==> src/rtl/speed_pkg.sv <==
// speed_pkg: one-hot speed encodings, controller FSM states and the speed-to-period multiplier.
package speed_pkg;

    localparam logic [3:0] SPEED1 = 4'b0001;
    localparam logic [3:0] SPEED2 = 4'b0010;
    localparam logic [3:0] SPEED3 = 4'b0100;
    localparam logic [3:0] SPEED4 = 4'b1000;

    typedef enum logic [1:0] {STOP, LOAD, RUN} state_e;

    function automatic logic [3:0] speed_mult(input logic [3:0] s);
        return (s == SPEED1) ? 4'd1 : (s == SPEED2) ? 4'd2 : (s == SPEED3) ? 4'd4 : 4'd8;
    endfunction

endpackage

==> src/rtl/speed_divider.sv <==
// speed_divider: period counter that emits a registered one-cycle tick when it wraps at period-1.
module speed_divider #(
    parameter int CNT_W = 6
) (
    input  logic             clk,
    input  logic             rst,
    input  logic             clear,
    input  logic             run,
    input  logic [CNT_W-1:0] period,
    output logic             tick
);

    logic [CNT_W-1:0] cnt_q, cnt_d;
    logic             tick_q, tick_d;
    logic             wrap;

    always_comb begin
        wrap   = cnt_q == period - 1'b1;
        cnt_d  = clear ? '0 : run ? (wrap ? '0 : cnt_q + 1'b1) : cnt_q;
        tick_d = run && wrap;
    end

    always_ff @(posedge clk or posedge rst) begin
        if (rst) begin
            cnt_q  <= '0;
            tick_q <= 1'b0;
        end else begin
            cnt_q  <= cnt_d;
            tick_q <= tick_d;
        end
    end

    assign tick = tick_q;

endmodule

==> src/rtl/speed_ctrl.sv <==
// speed_ctrl: one-hot speed register stepped by edge-detected shift requests, driving a tick divider.
// Define SPEED_CTRL_WRAP_EN to make shifts wrap around instead of saturating.
module speed_ctrl
    import speed_pkg::*;
#(
    parameter int BASE_PERIOD = 4,
    parameter int CNT_W       = 6
) (
    input  logic       clk,
    input  logic       rst,
    input  logic       enable,
    input  logic       shl_req,
    input  logic       shr_req,
    output logic [3:0] speed,
    output logic       tick,
    output logic       speed_changed
);

    state_e     state_q, state_d;
    logic [3:0] speed_q, speed_d;
    logic       shl_prev_q, shr_prev_q, changed_q;
    logic       shl_e, shr_e, chg;
    logic [3:0] faster, slower;

    always_comb begin
        shl_e   = shl_req & ~shl_prev_q;
        shr_e   = shr_req & ~shr_prev_q;
`ifdef SPEED_CTRL_WRAP_EN
        faster  = (speed_q == SPEED1) ? SPEED4 : speed_q >> 1;
        slower  = (speed_q == SPEED4) ? SPEED1 : speed_q << 1;
`else
        faster  = (speed_q == SPEED1) ? SPEED1 : speed_q >> 1;
        slower  = (speed_q == SPEED4) ? SPEED4 : speed_q << 1;
`endif
        // A corrupted register is forced back to SPEED4, which also counts as a change
        speed_d = !$onehot(speed_q) ? SPEED4 :
                  (shr_e && !shl_e) ? faster :
                  (shl_e && !shr_e) ? slower : speed_q;
        chg     = speed_d != speed_q;
        state_d = !enable ? STOP : (chg || state_q == STOP) ? LOAD : RUN;
    end

    always_ff @(posedge clk or posedge rst) begin
        if (rst) begin
            state_q    <= STOP;
            speed_q    <= SPEED4;
            shl_prev_q <= 1'b0;
            shr_prev_q <= 1'b0;
            changed_q  <= 1'b0;
        end else begin
            state_q    <= state_d;
            speed_q    <= speed_d;
            shl_prev_q <= shl_req;
            shr_prev_q <= shr_req;
            changed_q  <= chg;
        end
    end

    // Divider follows the next state so the first tick lands exactly P cycles after LOAD
    speed_divider #(.CNT_W(CNT_W)) u_div (
        .clk   (clk),
        .rst   (rst),
        .clear (state_d != RUN),
        .run   (state_d == RUN),
        .period(CNT_W'(BASE_PERIOD * int'(speed_mult(speed_q)))),
        .tick  (tick)
    );

    assign speed         = speed_q;
    assign speed_changed = changed_q;

endmodule

==> config.mk <==
export PLATFORM = sky130hd
export DESIGN_NAME = speed_ctrl
export DESIGN_NICKNAME = d
export VERILOG_FILES = /design/src/rtl/speed_pkg.sv /design/src/rtl/speed_divider.sv /design/src/rtl/speed_ctrl.sv
export SDC_FILE = /design/constraint.sdc
export NUM_CORES = 1
export LEC_CHECK = 0
export BUFFER_PORTS_ARGS = -buffer_cell sky130_fd_sc_hd__buf_2
export CORE_MARGIN = 1.5
export CORE_UTILIZATION = 55
export DETAILED_ROUTE_END_ITERATION = 12
export PLACE_DENSITY = 0.75
export REMOVE_ABC_BUFFERS = 1
export SKIP_LAST_GASP = 1
export SLEW_MARGIN = 40
export SYNTH_ARGS = -nofsm -noshare
export SYNTH_HDL_FRONTEND = slang
export SYNTH_HIERARCHICAL = 1
export SYNTH_SLANG_ARGS = --single-unit
==> constraint.sdc <==
create_clock -name clk -period 7.5 [get_ports clk]
set_clock_uncertainty 0.15 [all_clocks]
set_input_delay 1.125 -clock clk [delete_from_list [all_inputs] [get_ports clk]]
set_output_delay 1.125 -clock clk [all_outputs]
set_load 0.01 [all_outputs]
==> impl_metrics.yaml <==
run_status:
  result_of_the_run: "complete, no violations"
die:
  placement_rows: 17
  io_pins: 11
  floorplan.die_area_mm2: 0.00259
  die_height_um: 50.9
  core_area_mm2: 0.00219
  fp.dieW_um: 50.9
  start_util: 0.575
worst_setup_path:
  start_kind: "flip-flop"
  cell_chain_of_the_critical_path: "inv_1, fa_1, inv_1, ha_1, ha_1, nor3b_1, a32oi_1, nor4_2, and3_1, a21boi_0, a2111oi_1"
  end_kind: "flip-flop"
  timing.critical_path.arrival_ns: 4.34
  cp_top_family: "simple AND/OR/NAND/NOR gates"
  worstSetupPathType: "reg -> reg"
  worst_reg2reg_path_length_in_cells: 11
  worstSetupPathDepth: 11
  critical_path.max_stage_delay_ns: 0.61
  worstPathRequired_ns: 7.50
  crit_slowest_cell: "sky130_fd_sc_hd__dfstp_2"
  critical_path.n_buffers_inverters: 2
  cp_max_fo: 15
timing:
  maxClockFrequency_mhz: 231
  hold_viol_final: 0
  slew_viol_final: 0
  tightest_slew_margin_relative_to_the_limit: 0.467
  grt_setup_unrepaired: "false"
  report.final.setup_viol: 0
  finalWorstPathRequiredPeriod_ns: 4.34
  timing_worst_slew_pin_value_ns: 0.798
  final.period_utilization: 0.578
  worst_hold_slack_ns: 0.456
  setup-tns-final_ns: 0
global_route:
  grt-ovfl-total: 0
  grt_antenna_before_repair: 0
  grt_usage: 0.244
  grt_pass1_vias: 1084
  grt_first_pass_wirelength_mm: 4.71
  grt_start_max_net_pins: 17
worst_hold_path:
  min_delay_path_depth: 2
  worst_hold_path_type: "reg -> reg"
drt:
  avgRoutedWirePerCell_um: 15.5
  vias: 1122
  post_drt_via_cell_ratio: 6.16
  detail_route.drc_violations: 0
  final_antenna_net_count: 0
  first_pass_iters: 4
  routed_wirelength_mm: 2.82
  drt_first_iter_violations: 27
pwr:
  fin_total_pwr_mw: 0.353
  vdd_ir_drop_max_v: 0.000218
  total_leakage_power_nw: 0.615
  p_switching_mw: 0.157
  pwr-share-comb: 0.482
  clock_power_share: 0.168
  cell_internal_pwr_mw: 0.196
  power_density_mw_per_mm2: 257
  switching_share: 0.444
  power.share.sequential: 0.350
cts:
  holdBufCountCts: 0
  ctsLongestPathBuffers: 2
  cts_inserted_buffers: 3
  clock_latency_reported_for_the_late_side_of_the_worst_skew_pair_ns: 0.29
  post-cts-setup-buffers: 0
  clk_pin_slew_ns: 0.10
  htree_num_levels: 1
  cts_tree: "built"
  cts_num_sinks: 16
  clock-root-buffer: "sky130_fd_sc_hd__clkbuf_4"
  post_cts_resize_count: 0
layout:
  most_frequent_standard_cell_in_the_layout_excluding_fill_and_tap_cells: "sky130_fd_sc_hd__dfrtp_1"
  nNetsFinal: 168
  layout.cells.most_common_list: "sky130_fd_sc_hd__dfrtp_1 (15), sky130_fd_sc_hd__nor2_1 (11), sky130_fd_sc_hd__inv_1 (10), sky130_fd_sc_hd__buf_2 (10), sky130_fd_sc_hd__nand3_1 (9)"
  regArea_um2: 402
  fillCellCount: 186
  area.growth.synth_to_final_pct: 9.24
  multi_input_area_um2: 816
  antenna_cells_inserted: 0
  final_layout_size_suffix_gt1_frac: 0.143
placement:
  gp_congestion: 0.899
  buffer_ports.inserted: 10
  dpl.hpwl_mm: 2.13
yosys:
  yosys-mux-area-fraction: 0.00794
  post-synth-top-area-fraction: 0.298
  yosys_most_used_dff: "sky130_fd_sc_hd__dfrtp_1"
  largest_family_of_logic_cells_by_synthesized_area: "simple AND/OR/NAND/NOR gates"
  postSynthAreaPerCell_um2: 9.00
  synth.ff_latch_count: 16
  post_synth_fa_ha_maj_area_fraction: 0.0854
  post-synth-top-area-cell: "sky130_fd_sc_hd__dfrtp_1"
  synth_compound_area_frac: 0.194
  asyncSetResetFlopFracSynth: 1.00
  synth_area_mm2: 0.00126
  yosysWarnings: 6
  largest_cells_by_area_after_synthesis: "sky130_fd_sc_hd__dfrtp_1 (30%), sky130_fd_sc_hd__ha_1 (7.0%), sky130_fd_sc_hd__nand3_1 (3.6%)"
  ys_seq_area_frac: 0.319
  synth_cell_type_count: 50
  yosys.area_share.xor_xnor: 0.0556
  simple_gate_share_of_the_synthesized_area: 0.285
  synthesis.instances: 140
  synth-edff-count: 0
run:
  max_cap_viols: 0
-- worst register-to-register path, stage by stage (launching register included) --
cell and delay [ns]:
sky130_fd_sc_hd__dfstp_2 0.61, sky130_fd_sc_hd__inv_1 0.13, sky130_fd_sc_hd__fa_1 0.50, sky130_fd_sc_hd__inv_1 0.04, sky130_fd_sc_hd__ha_1 0.17, sky130_fd_sc_hd__ha_1 0.28
sky130_fd_sc_hd__nor3b_1 0.55, sky130_fd_sc_hd__a32oi_1 0.26, sky130_fd_sc_hd__nor4_2 0.37, sky130_fd_sc_hd__and3_1 0.49, sky130_fd_sc_hd__a21boi_0 0.48, sky130_fd_sc_hd__a2111oi_1 0.16
-- per-stage QoR --
step,area [µm²],utilization,instances,setup slack (ns)
floorplan,1250,-,140,3.63
global placement,1330,0.609,178,3.46
detailed placement,1340,0.612,178,3.27
CTS,1380,0.628,182,3.25
global route,1380,0.628,182,2.88
finish,1380,0.628,182,3.16
-- metal layers --
layer / GRT usage / part of all wire
met5: 0 / 0
met4: 0.0766 / 0.0060
met3: 0.0585 / 0.053
met2: 0.447 / 0.54
met1: 0.277 / 0.40
-- Yosys cell counts, types with 2 or more instances --
library cell	number
sky130_fd_sc_hd__dfrtp_1	15
sky130_fd_sc_hd__nor2_1	11
sky130_fd_sc_hd__inv_1	10
sky130_fd_sc_hd__nand3_1	9
sky130_fd_sc_hd__nand2_1	8
sky130_fd_sc_hd__ha_1	7
sky130_fd_sc_hd__a211oi_1	6
sky130_fd_sc_hd__a21oi_1	6
sky130_fd_sc_hd__and3_1	6
sky130_fd_sc_hd__o211ai_1	4
sky130_fd_sc_hd__xnor2_1	4
sky130_fd_sc_hd__xor2_1	4
sky130_fd_sc_hd__a31oi_1	3
sky130_fd_sc_hd__nand2b_1	3
sky130_fd_sc_hd__nor3b_1	3
sky130_fd_sc_hd__a211o_1	2
sky130_fd_sc_hd__a21boi_0	2
sky130_fd_sc_hd__nand3b_1	2
sky130_fd_sc_hd__nor3_1	2
sky130_fd_sc_hd__nor4_2	2
sky130_fd_sc_hd__or3b_1	2
-- state kept, by name (all words and copies together), names as in the netlist --
name / flops
state_q: 2
speed_changed: 1
shr_prev_q: 1
shl_prev_q: 1
u_div/cnt_q: 6
speed: 4
u_div/tick: 1
-- power groups by stage --
stage / sequential, mW / combinational [mW] / clock [mW]
2_1_floorplan: 0.124 / 0.124 / 0
3_3_place_gp: 0.123 / 0.161 / 0
3_5_place_dp: 0.125 / 0.167 / 0
4_1_cts: 0.123 / 0.168 / 0.0601
5_1_grt: 0.126 / 0.192 / 0.0634
6_report: 0.124 / 0.170 / 0.0592
-- path summary, 6_finish.rpt --
path                       slack (ns)        endpoint      from
min                              0.46        speed[3]  speed[3]
max reg2reg                      3.16  u_div/cnt_q[2]  speed[3]
min in group asynchronous        0.61  u_div/cnt_q[5]       rst
max                              3.16  u_div/cnt_q[2]  speed[3]
max in group asynchronous        6.26        speed[3]       rst
min reg2reg                      0.46        speed[3]  speed[3]
-- cells by family (layout without fill, tap and decap cells) --
kind of cell,after synthesis,count (layout)
AND/OR/NAND/NOR,58,58
AO/OA/AOI/OAI,34,34
buffers and inverters,14,24
adder cells (fa/ha/maj),8,8
other,1,5
XOR/XNOR,8,8
multiplexers,1,1
flip-flops,16,16
-- area by class of cell --
type | instances | share of cell area
Clock buffer | 4 | 0.0264
Inverter | 10 | 0.0273
Multi-Input combinational cell | 114 | 0.593
Sequential cell | 16 | 0.292
Tap cell | 28 | 0.0255
Timing Repair Buffer | 10 | 0.0364
Power figures use the tool's default switching activity.
